$ cat src/rtl/mem_arbiter.sv
// Single-ported RAM arbiter between instruction fetch and data paths.
// One access is latched at a time, data requests win, and a stalled RAM trips a sticky timeout.
module mem_arbiter #(
  parameter int TIMEOUT_CYCLES = 255
) (
  input  logic        CLK,
  input  logic        nRST,
  input  logic        iREN,
  input  logic [31:0] iaddr,
  output logic        iwait,
  output logic [31:0] iload,
  input  logic        dREN,
  input  logic        dWEN,
  input  logic [31:0] daddr,
  input  logic [31:0] dstore,
  output logic        dwait,
  output logic [31:0] dload,
  input  logic        halt,
  output logic        ramREN,
  output logic        ramWEN,
  output logic [31:0] ramaddr,
  output logic [31:0] ramstore,
  input  logic [31:0] ramload,
  input  logic        ramready,
  output logic        timeout
);

  // state | meaning
  // IDLE  | no access in flight, arbitrating requests
  // IACC  | instruction read in flight
  // DACC  | data read or write in flight
  // ERR   | RAM never answered; held until reset
  typedef enum logic [1:0] {IDLE, IACC, DACC, ERR} state_t;

  localparam logic [9:0] TC_LAST = 10'(TIMEOUT_CYCLES - 1);

  state_t      state;
  logic [9:0]  cnt;
  logic [31:0] iload_q;
  logic [31:0] dload_q;
  logic        i_done;
  logic        d_done;

  assign i_done = (state == IACC) && ramready;
  assign d_done = (state == DACC) && ramready;

  always_ff @(posedge CLK or negedge nRST) begin
    if (!nRST) begin
      state    <= IDLE;
      cnt      <= '0;
      iload_q  <= '0;
      dload_q  <= '0;
      ramREN   <= 1'b0;
      ramWEN   <= 1'b0;
      ramaddr  <= '0;
      ramstore <= '0;
      timeout  <= 1'b0;
    end else begin
      case (state)
        IDLE: begin
          cnt <= '0;
          if (dREN || dWEN) begin
            state    <= DACC;
            ramaddr  <= daddr;
            ramstore <= dstore;
            ramWEN   <= dWEN;
            ramREN   <= !dWEN;
          end else if (iREN && !halt) begin
            state   <= IACC;
            ramaddr <= iaddr;
            ramREN  <= 1'b1;
            ramWEN  <= 1'b0;
          end
        end
        IACC, DACC: begin
          // a ready in the terminal-count cycle still completes the access
          if (ramready) begin
            state  <= IDLE;
            ramREN <= 1'b0;
            ramWEN <= 1'b0;
            if (state == IACC)
              iload_q <= ramload;
            else if (ramREN)
              dload_q <= ramload;
          end else if (cnt == TC_LAST) begin
            state   <= ERR;
            ramREN  <= 1'b0;
            ramWEN  <= 1'b0;
            timeout <= 1'b1;
          end else begin
            cnt <= cnt + 10'd1;
          end
        end
        ERR: begin
          ramREN <= 1'b0;
          ramWEN <= 1'b0;
        end
        default: state <= IDLE;
      endcase
    end
  end

  assign iwait = iREN && !i_done;
  assign dwait = (dREN || dWEN) && !d_done;
  assign iload = i_done ? ramload : iload_q;
  assign dload = (d_done && ramREN) ? ramload : dload_q;

endmodule

$ cat config.mk
export PLATFORM = sky130hd
export DESIGN_NAME = mem_arbiter
export DESIGN_NICKNAME = d
export VERILOG_FILES = /design/src/rtl/mem_arbiter.sv
export SDC_FILE = /design/constraint.sdc
export NUM_CORES = 1
export LEC_CHECK = 0
export ABC_AREA = 1
export CAP_MARGIN = 10
export CORE_MARGIN = 1.5
export CORE_UTILIZATION = 47
export CTS_CLUSTER_DIAMETER = 200
export DETAILED_ROUTE_END_ITERATION = 10
export PLACE_DENSITY_LB_ADDON = 0.12
export SETUP_SLACK_MARGIN = 0.4
export SLEW_MARGIN = 10
export SYNTH_ARGS = -nofsm -noshare
export SYNTH_HDL_FRONTEND = slang
export SYNTH_SLANG_ARGS = --single-unit
$ cat constraint.sdc
create_clock -name CLK -period 5.4 [get_ports CLK]
set_input_delay 0.54 -clock CLK [delete_from_list [all_inputs] [get_ports CLK]]
set_output_delay 0.54 -clock CLK [all_outputs]
set_load 0.02 [all_outputs]
# Word-level counts from Yosys, hierarchy flattened
# Cells that the tools add are included.
# W data, S select, Z words.
# word_totals
regBits	143
in_bits	135
# classes
n_addsub	1
n_eq_ne	8
n_mux	20
bitwise_logic	2
n_reduce_logical	23
# ops
cell	count
$mux W32	4
$mux W10	2
$pmux W10 S2	1
$reduce_and A3 Y1	4
$add A10 B1 Y10 const B	1
$eq A10 B8 Y1 const B	1
$mux W2	4
$logic_and A1 B1 Y1	6
$mux W1	6
$ne A3 B3 Y1 const B	2
$pmux W1 S3	2
$reduce_and A2 Y1	3
$eq A2 B2 Y1 const B	2
$logic_not A1 Y1	4
$ne A2 B2 Y1 const B	2
$pmux W2 S2	1
$reduce_and A4 Y1	1
$reduce_bool A2 Y1	2
$eq A2 B1 Y1 const B	1
$logic_not A2 Y1	1
$not A1 Y1	2
$reduce_or A2 Y1	1
$logic_or A1 B1 Y1	1

# Longest topological paths before layout
# Gate-level depths: netlist of run 1.
# logic_depth
depth_word	5
ltp_mapped	9
ltp_nobuf	9

# Least setup slack after synthesis of run 1
# No wires, ideal clock.
# synth_timing
path_kind	register to output
start	reg state[0]
end	out dload[0]
arrival_time_ns	1.606
required_time_ns	4.860
slack_ns	3.254
path_stages_with_launch	6
path_cell_list	dfrtp_1 > inv_1 > ha_1 > nand3_1 > clkbuf_1 > o21ai_0
# synth_via
elab_chain_cells	4
# synth_rtl
element	line_no	text
start: declaration	37	state_t state;
start signal: assignment	49	state <= IDLE;
start signal: assignment	63	state <= DACC;
start signal: assignment	69	state <= IACC;
$eq A2 B2 Y1	45	assign d_done = (state == DACC) && ramready;
$logic_and A1 B1 Y1	45	
$logic_and A1 B1 Y1	106	assign dload = (d_done && ramREN) ? ramload : dload_q;
$mux W32	106	
end: declaration	17	output logic [31:0] dload,
# Every way passes these cells.

# Worst setup path in the final report of run 1
# layout_timing
start	in ramready
end	out dload[27]
# layout_via
elab_chain_cells	3
# layout_rtl
element	line_no	text
start: declaration	24	input logic ramready,
$logic_and A1 B1 Y1	45	
$logic_and A1 B1 Y1	106	
$mux W32	106	
# Every way passes these cells.

==> impl_results.md, run 1 <==
- # fillers: 1099
- Number of global-route vias before repair: 5835
- Crit path max-delay cell type: nand3_2
- Core area: 14000 µm²
- F_max: 272 MHz
- Post-route minimum period: about 3700 ps
- Ports: 268
- Final ANT Viol Nets: 0
- Worst-Skew Late Latency: around 410 ps
- Worst-path clk slew: 50 ps
- Syn Inst Count: 773
- CP Depth: 4
- Die X-Extent: 123 µm
- Setup TNS: 0 ps
- Layout cell share with drive strength beyond 1: between 10% and 20%
- VDD IR max: 0.000338 V
- Cell Pwr Density: 613 nW/µm²
- H-tree depth: 4
- Critical Path Sink Type: output pin
- Max-cap viol count: 0
- Grt total ovfl: 0
- Drt first pass iters: 5
- Avg Cell Area, Syn: 8.77 µm²
- Most frequent CP cell: clkdlybuf4s50_1
- Crit path largest cell delay: about 790 ps
- Routability cong.: 0.854
- Post-Route WL: 18200 µm
- N_diodes: 0
- WP data arrival: 3130 ps
- # port buffers: 267
- Cell family with most CP delay: buffers and inverters
- Die height: 123 µm
- Fin util: 72.2%
- Via total after detailed routing: 5989
- Slew @ Worst Pin: 1020 ps
- Max clock buf depth: 2
- R2r worst-path depth: 6
- Max Slew Vio Count: 0
- #FFs+latches synth: about 140
- NumNets Final: between 1k and 1.5k
- Worst hold path class: in -> async
- Critical path launch point type: primary input
- Hold Vio Cnt, Final: 0
- Worst path cell trace: clkdlybuf4s50_1 > nand3_2 > o21ai_0 > clkdlybuf4s50_1
- Num rows: 43
- Syn Nets: 915
- Required time worst endpoint: ~4900 ps
- CTS root buffer: clkbuf_16
- Sink Count: 143
- DR vias/cell: ~4.9
- Worst path bufs/invs: 2
- First-pass GRT wire length: 28800 µm
- WL/cell: 15.0 µm
- CTS tree: built
- Initial antenna violation count: 0
- Initial Util: between 40% and 50%
- Critical path class: in -> out
- Sequential share of the synthesized area: between 50 and 60%
- Worst relative slew slack: 31.5%
- Crit path max fanout: 61
- Lkg Pwr: 4.56 nW
- Initial DRC Count: 314
- Finish-stage setup viols: 0
- RSZ-0062 raised after global routing: no
- Status: finished clean
- All-layer global routing usage: between 20% and 30%
- Clock skew: 6.72 ps
- # hold bufs at CTS: 0
- Post-CTS setup buffers: 0
- Area Overhead vs Synth: 49.0%
- Synth warn: 0
- Post-CTS sizing: 0
- Unique masters post-synth: 28
- Period utilization: 68.0%
- Post-route DRC: 0
- Die area: between 15000 and 20000 µm²
- Dpl hpwl: 12900 µm
- Synthesized area: 6780 µm²
- Pin count of the biggest net entering global routing: 101
- CTS Buf Count: 17
[layout by cell type (no fill, tap or decap)]
master             n
mux2_2            32
nor2_1            47
nand3_1            7
o21ai_0           99
xor2_1             2
clkbuf_16         17
clkbuf_8           4
clkdlybuf4s50_1  266
nand2_1          254
clkinvlp_4         1
dfrtp_1          143
ha_1               7
inv_2              1
a31oi_1           32
o21bai_1           3
a21boi_4           1
inv_1             53
o21ai_2           32
buf_6              1
buf_4              5
a21oi_1            2
clkinv_2           1
or3b_4             1
nand3_2            2
nand3b_1           1
nand4_1            5
nor2_2             1
o21ai_4            1
bufinv_16          3
nor2_4             1
nand2_2            3
clkbuf_1           5
[sequential cells by signal (all words and copies together) (netlist names)]
register  count
ramaddr      32
state         2
cnt          10
timeout       1
dload_q      32
ramWEN        1
ramstore     32
iload_q      32
ramREN        1
[layer usage]
layer / up-vias / GRT usage, % / wire length (µm)
met5: - / 0 / 0
met4: 0 / 7.26 / 301
met3: 21 / 10.1 / 1560
met2: 195 / 43.2 / 9360
met1: 2772 / 28.0 / 7010
li1: 3001 / - / -
[Yosys cell counts (all sizes together)]
| master | number | share of area, % |
|---|---|---|
| a21boi | 1 | 0.11 |
| a21oi | 2 | 0.15 |
| a31oi | 32 | 3.0 |
| buf | 19 | 2.3 |
| clkbuf | 24 | 1.3 |
| dfrtp | 143 | 53 |
| ha | 7 | 1.3 |
| inv | 54 | 3.0 |
| mux2 | 32 | 5.3 |
| nand2 | 257 | 14 |
| nand3 | 9 | 0.74 |
| nand3b | 1 | 0.11 |
| nand4 | 5 | 0.46 |
| nor2 | 49 | 2.9 |
| o21ai | 132 | 12 |
| o21bai | 3 | 0.33 |
| or3b | 1 | 0.13 |
| xor2 | 2 | 0.26 |
[power by group]
group          switching (mW)  internal (mW)  total (mW)
clock network           0.417          0.773        1.19
logic                    1.68           1.47        3.15
registers               0.276           1.58        1.85
total                    2.38           3.82        6.19
[kinds of logic (layout without fill, tap and decap cells)]
kind of cell | Yosys count | after routing | share of synthesized area (%)
and+or+nand+nor | 322 | 322 | 18.6
AOI/OAI and AO/OA | 170 | 170 | 15.2
DFF | 143 | 143 | 52.8
buffers and inverters | 97 | 357 | 6.57
muxes | 32 | 32 | 5.31
adders and majority gates | 7 | 7 | 1.29
xor gates and xnor gates | 2 | 2 | 0.258
[cell type report]
cell class,instances,area [µm²],area share [%]
Sequential cell,143,3580,35.4
Multi-Input combinational cell,533,2780,27.5
Timing Repair Buffer,272,2710,26.8
Clock buffer,26,499,4.94
Tap cell,180,225,2.23
Inverter,54,203,2.01
Clock inverter,5,103,1.02
[metrics by stage]
stage / total power [mW] / cells / hold slack, ps / instance area, µm² / setup WS, ps
after detailed placement: 5.02 / 1182 / 467 / 9500 / 1700
after floorplan: 3.62 / 773 / 244 / 6780 / 3250
after global routing: 6.58 / 1213 / 294 / 10100 / 1480
final: 6.19 / 1213 / 222 / 10100 / 1730
after CTS: 6.25 / 1213 / 261 / 10100 / 1670
after global placement: 4.96 / 1182 / 464 / 9500 / 1730
[final timing paths]
kind	slack (ps)	startpoint	end
min	220	nRST	iload_q[4]
max reg2reg	2540	state[1]	iload_q[13]
max in group asynchronous	4070	nRST	ramaddr[16]
min in group CLK	480	iload_q[31]	iload_q[31]
max	1730	ramready	dload[27]
min reg2reg	480	iload_q[31]	iload_q[31]
Note: power is estimated with default switching activity, not from simulation.
==> inputs of run 2 (changes only) <==
--- a/config.mk
+++ b/config.mk
@@ -8,7 +8,7 @@
 export ABC_AREA = 1
 export CAP_MARGIN = 10
 export CORE_MARGIN = 1.5
-export CORE_UTILIZATION = 47
+export CORE_UTILIZATION = 40
 export CTS_CLUSTER_DIAMETER = 200
 export DETAILED_ROUTE_END_ITERATION = 10
 export PLACE_DENSITY_LB_ADDON = 0.12
==> constraint.sdc (replaced) <==
create_clock -name CLK -period 3.23 [get_ports CLK]
set_input_delay 0.323 -clock CLK [delete_from_list [all_inputs] [get_ports CLK]]
set_output_delay 0.323 -clock CLK [all_outputs]
set_load 0.02 [all_outputs]
==> run 2 against run 1 <==
Net effect: register-to-register slack worse by 1600 ps; routed wire length is 0.39% higher; first-iteration DRC count is 27% lower; design area is 1.2% higher; flip-flop and latch count stayed put; hold slack better by 250 ps; non-clock buffer count is 6 higher.
==> impl_results.md, run 2 (synthesized netlist as in run 1, its figures left out) <==
- Most frequent cells in the layout: clkdlybuf4s50_1, nand2_1, dfrtp_1
- Num rows: 47
- Die area: between 15000 and 20000 µm²
- Fin util: 61.6%
- Post-route minimum period: 2710 ps
- Setup TNS: 0 ps
- Lkg Pwr: around 4.6 nW
- Worst-Skew Late Latency: a little over 400 ps
- Required time worst endpoint: 2910 ps
- Most common cell after layout, fill and taps aside: clkdlybuf4s50_1
- Max clock buf depth: 2
- Post-route DRC: 0
- Hold Vio Cnt, Final: 0
- Via total after detailed routing: 5921
- Worst-path clk slew: about 60 ps
- Ports: 268
- Critical Path Sink Type: output pin
- Finish-stage setup viols: 0
- WL/cell: 14.5 µm
- Die height: 133 µm
- Core area: 16600 µm²
- Grt total ovfl: 0
- Worst hold path class: in -> reg
- RSZ-0062 raised after global routing: no
- Dpl hpwl: 13100 µm
- Critical path class: reg -> out
- Drt first pass iters: 5
- F_max: 369 MHz
- Cell Pwr Density: 1010 nW/µm²
- Global route hottest layer: met2
- Final ANT Viol Nets: 0
- Status: finished clean
- DR vias/cell: 4.70
- Initial Util: 40.9%
- GR met3 Demand/Resource: 8.14%
- Max Slew Vio Count: 0
- NumNets Final: 1169
- Die X-Extent: 133 µm
- Initial antenna violation count: 1
- GRT met1 Usage: a little over a quarter
- Area Overhead vs Synth: 50.7%
- VDD IR max: 0.000481 V
- Initial DRC Count: 230
- Crit path max fanout: 64
- H-tree depth: 4
- Worst relative slew slack: 34.4%
- First-pass GRT wire length: just under 30000 µm
- Layout cell share with drive strength beyond 1: roughly 11%
- Crit path largest cell delay: 620 ps
- CTS Buf Count: 17
- Crit path max-delay cell type: clkdlybuf4s50_1
- Max-cap viol count: 0
- Post-Route WL: 18300 µm
- Routability cong.: 0.810
- CTS tree: built
- WP data arrival: 2390 ps
- Sink Count: between 100 and 150
- Post-CTS setup buffers: 0
- Number of global-route vias before repair: roughly 5.7k
- Slew @ Worst Pin: around 980 ps
- CTS root buffer: clkbuf_16
- All-layer global routing usage: 21.1%
- # port buffers: 267
- Met2 track demand over resource: 34.6%
- Period utilization: 83.8%
- Clock skew: 9.10 ps
- Pin count of the biggest net entering global routing: 79
- Critical path launch point type: register
- Worst path cell trace: inv_1 > ha_1 > nand3_2 > buf_12 > nand2_1 > o21ai_0 > clkdlybuf4s50_1
[run 2: cell count changes in the layout (fill, tap and decap cells not counted), moves of 2 or more]
cell and delta:
buf_12 +2, buf_4 +3, clkbuf_1 -4, clkbuf_8 -4
clkdlybuf4s50_1 -2, clkinv_4 +3, clkinvlp_4 +3, dlymetal6s2s_1 +2
inv_6 +3
[run 2: path summary, 6_finish.rpt]
kind / from / endpoint / slack [ps] / cells past startpoint
setup / recovery: state[0] / dload[20] / 520 / 7
hold / removal: daddr[6] / ramaddr[6] / 470 / 3
setup reg to reg: state[0] / dload_q[20] / 970 / 6
hold reg to reg: dload_q[2] / dload_q[2] / 480 / 2
max in group asynchronous: nRST / ramstore[5] / 1800 / 3
min in group asynchronous: nRST / iload_q[27] / 490 / 2
[run 2: per-stage QoR]
step	power, mW	instances	worst slack, ps	cell area, µm²	hold slack (ps)
2_1_floorplan	6.05	773	1300	6780	27.4
3_3_place_gp	8.39	1227	803	9610	411
3_5_place_dp	8.45	1227	772	9610	407
4_1_cts	10.4	1260	524	10200	456
5_1_grt	11.0	1261	401	10200	465
6_report	10.3	1261	522	10200	468
[run 2: cell type report]
type,instances,area [µm²]
diodes,1,2.50
clock buffers,18,429
inverters,54,203
flip-flops and latches,143,3580
repair buffers,278,2790
fillers,1463,6370
multi-input cells,533,2780
well taps,220,275
clock inverters,14,159
[run 2: per-layer routing]
layer  up-vias  share of wire (%)
met2       188                 48
met1      2704                 42
met4         0                1.3
met3        12                8.5
met5         -                  0
li1       3017                  -
[run 2: where the power goes]
| part | leakage (nW) | switching [mW] | internal, mW |
|---|---|---|---|
| clock | 0.275 | 0.789 | 1.15 |
| combinational | 2.59 | 2.82 | 2.48 |
| sequential | 1.74 | 0.460 | 2.63 |
[run 2: critical path: cells and delay by family, from the launching register on]
family | cells | cell delay (ps)
AOI/OAI and AO/OA | 1 | 100
buffers and inverters | 3 | 950
adders and majority gates | 1 | 230
and+or+nand+nor | 2 | 250
DFF | 1 | 400
[run 2: repair_timing]
| item | 4_1_cts | 5_1_grt |
|---|---|---|
| hold buffers | 1 | 0 |
| gates resized for setup | 0 | 2 |
| hold endpoints to repair | 75 | 0 |
| endpoints found under the setup margin | 0 | 2 |
==> inputs of run 3 (changes only) <==
--- a/config.mk
+++ b/config.mk
@@ -8,7 +8,7 @@
 export ABC_AREA = 1
 export CAP_MARGIN = 10
 export CORE_MARGIN = 1.5
-export CORE_UTILIZATION = 40
+export CORE_UTILIZATION = 44
 export CTS_CLUSTER_DIAMETER = 200
 export DETAILED_ROUTE_END_ITERATION = 10
 export PLACE_DENSITY_LB_ADDON = 0.12
==> constraint.sdc (replaced) <==
create_clock -name CLK -period 2.7 [get_ports CLK]
set_input_delay 0.27 -clock CLK [delete_from_list [all_inputs] [get_ports CLK]]
set_output_delay 0.27 -clock CLK [all_outputs]
set_load 0.02 [all_outputs]
==> run 3 against run 2 <==
Net effect: critical path depth decreased by 1; cell count fell by 2.3%; power up 16%; worst setup slack worse by 15 ps; highest routed layer unchanged.
==> impl_results.md, run 3 (synthesized netlist as in run 1, its figures left out) <==
- Die height: 127 µm
- Clk pwr share: between 10% and 20%
- NumNets Final: 1174
- Worst relative slew slack: between 60 and 70%
- RSZ-0062 raised after global routing: no
- Status: finished clean
- Worst Setup EP: iload[31]
- Pin count of the biggest net entering global routing: 66
- WP data arrival: 1920 ps
- Via total after detailed routing: 6061
- Sequential power share: a little under a third
- Number of global-route vias before repair: 5711
- Most common cell after layout, fill and taps aside: nand2_1
- Placed cells: 1197
- Core area: roughly 15000 µm²
- WL/cell: 15.0 µm
- Post-Route WL: 18500 µm
- Psw: 4.81 mW
- R2R Setup Slk: 570 ps
- Internal: ~7 mW
- Die area: 16200 µm²
- Routability cong.: 0.795
- Initial DRC Count: 399
- Num rows: 45
- Post-route minimum period: ~2200 ps
- Slew @ Worst Pin: 594 ps
- Ports: 268
- Crit Reg-Reg Startpoint: state[1]
- Finish-stage setup viols: 0
- Layout cell share with drive strength beyond 1: 17.5%
- Overall power: 12.0 mW
- CTS Buf Count: 17
- CTS root buffer: clkbuf_16
- Dpl hpwl: 12900 µm
- Drt first pass iters: 4
- Max clock buf depth: 2
- Post-route DRC: 0
- Logic pwr share: roughly half
- Cell Pwr Density: 1200 nW/µm²
- Worst-Skew Late Latency: 420 ps
- Sw frac: 40.2%
- Crit path max fanout: 32
- Grt total ovfl: 0
- All-layer global routing usage: about a quarter
- Required time worst endpoint: 2430 ps
- N_diodes: 0
- Max Slew Vio Count: 0
- H-tree depth: 4
- Area Overhead vs Synth: 47.4%
- Die X-Extent: 127 µm
- Critical Path Sink Type: output pin
- DR vias/cell: just under 5
- Most frequent cells in the layout: nand2_1, clkdlybuf4s50_1, dfrtp_1
- Critical path class: reg -> out
- Initial Util: around 45%
- F_max: 456 MHz
- VDD IR max: between 0.0006 and 0.0007 V
- Crit. Startpoint: state[1]
- Final ANT Viol Nets: 0
- First-pass GRT wire length: 29300 µm
- Worst-path clk slew: 60 ps
- Initial antenna violation count: 0
- Worst hold path class: in -> async
- Lkg Pwr: 4.74 nW
- # port buffers: 267
- Setup TNS: 0 ps
- Worst R2R End: dload_q[23]
- Clock skew: 6.05 ps
- Max-cap viol count: 0
- Critical path launch point type: register
- Sink Count: 143
- Period utilization: approximately four fifths
- Final non-filler cell total: ~1.2k
- CTS tree: built
- Hold Vio Cnt, Final: 0
- R2r worst-path depth: 7
## run 3: cell types whose count changed in the layout (fill, tap and decap cells not counted), sizes merged, moves of 2 or more
cell,previous run,this run
clkbuf,18,60
clkdlybuf4s50,264,201
inv,58,54
dlymetal6s2s,2,4
buf,11,37
## run 3: how the worst min path moves through the flow
| stage | end | slack [ps] | depth (start not counted) |
|---|---|---|---|
| after floorplan | cnt[0] | -30 | 0 |
| after global placement | dload_q[10] | 270 | 1 |
| after detailed placement | dload_q[10] | 270 | 1 |
| after CTS | iload_q[10] | 390 | 2 |
| after global routing | dload_q[10] | 410 | 2 |
| final | iload_q[10] | 370 | 2 |
## run 3: what timing repair did
item / 4_1_cts / 5_1_grt
pin swaps: 0 / 0
endpoints found under the hold margin: 53 / 0
setup buffers: 0 / 1
resized for setup: 149 / 127
hold buffers: 1 / 0
gates cloned: 1 / 1
endpoints found under the setup margin: 65 / 65
## run 3: per-layer routing
layer / share of wire, % / global-route usage (%) / vias to the layer above
met2: 50 / 40.1 / 218
met5: 0 / 0 / -
li1: - / - / 3020
met3: 7.5 / 8.00 / 22
met1: 41 / 27.3 / 2801
met4: 2.0 / 8.16 / 0
## run 3: layout make-up
cell class / instances / area [µm²]
repair buffers: 283 / 2600
clock buffers: 20 / 447
well taps: 188 / 235
inverters: 54 / 203
flip-flops and latches: 143 / 3580
clock inverters: 11 / 141
multi-input cells: 533 / 2790
fillers: 1354 / 5150
## run 3: per-stage QoR
step	hold WS [ps]	setup WS [ps]	utilization, %	cell area, µm²
floorplan	-25.6	824	-	6780
global route	414	398	66.0	9990
detailed placement	271	379	63.5	9620
CTS	394	138	66.7	10100
global placement	272	381	63.5	9620
finish	375	507	66.0	9990
## run 3: power by group through the flow
stage	registers [mW]	logic, mW	clock network, mW
3_3_place_gp	3.68	6.33	0
3_5_place_dp	3.72	6.37	0
2_1_floorplan	4.25	3.00	0
5_1_grt	3.83	6.44	2.48
4_1_cts	3.71	6.03	2.37
6_report	3.70	5.92	2.33
## run 3: critical path, cell delays in order, from the launching register on
cell	delay, ps
dfrtp_1	420
inv_1	120
ha_1	180
nand2_2	140
clkbuf_16	250
o21ai_0	200
clkbuf_2	200
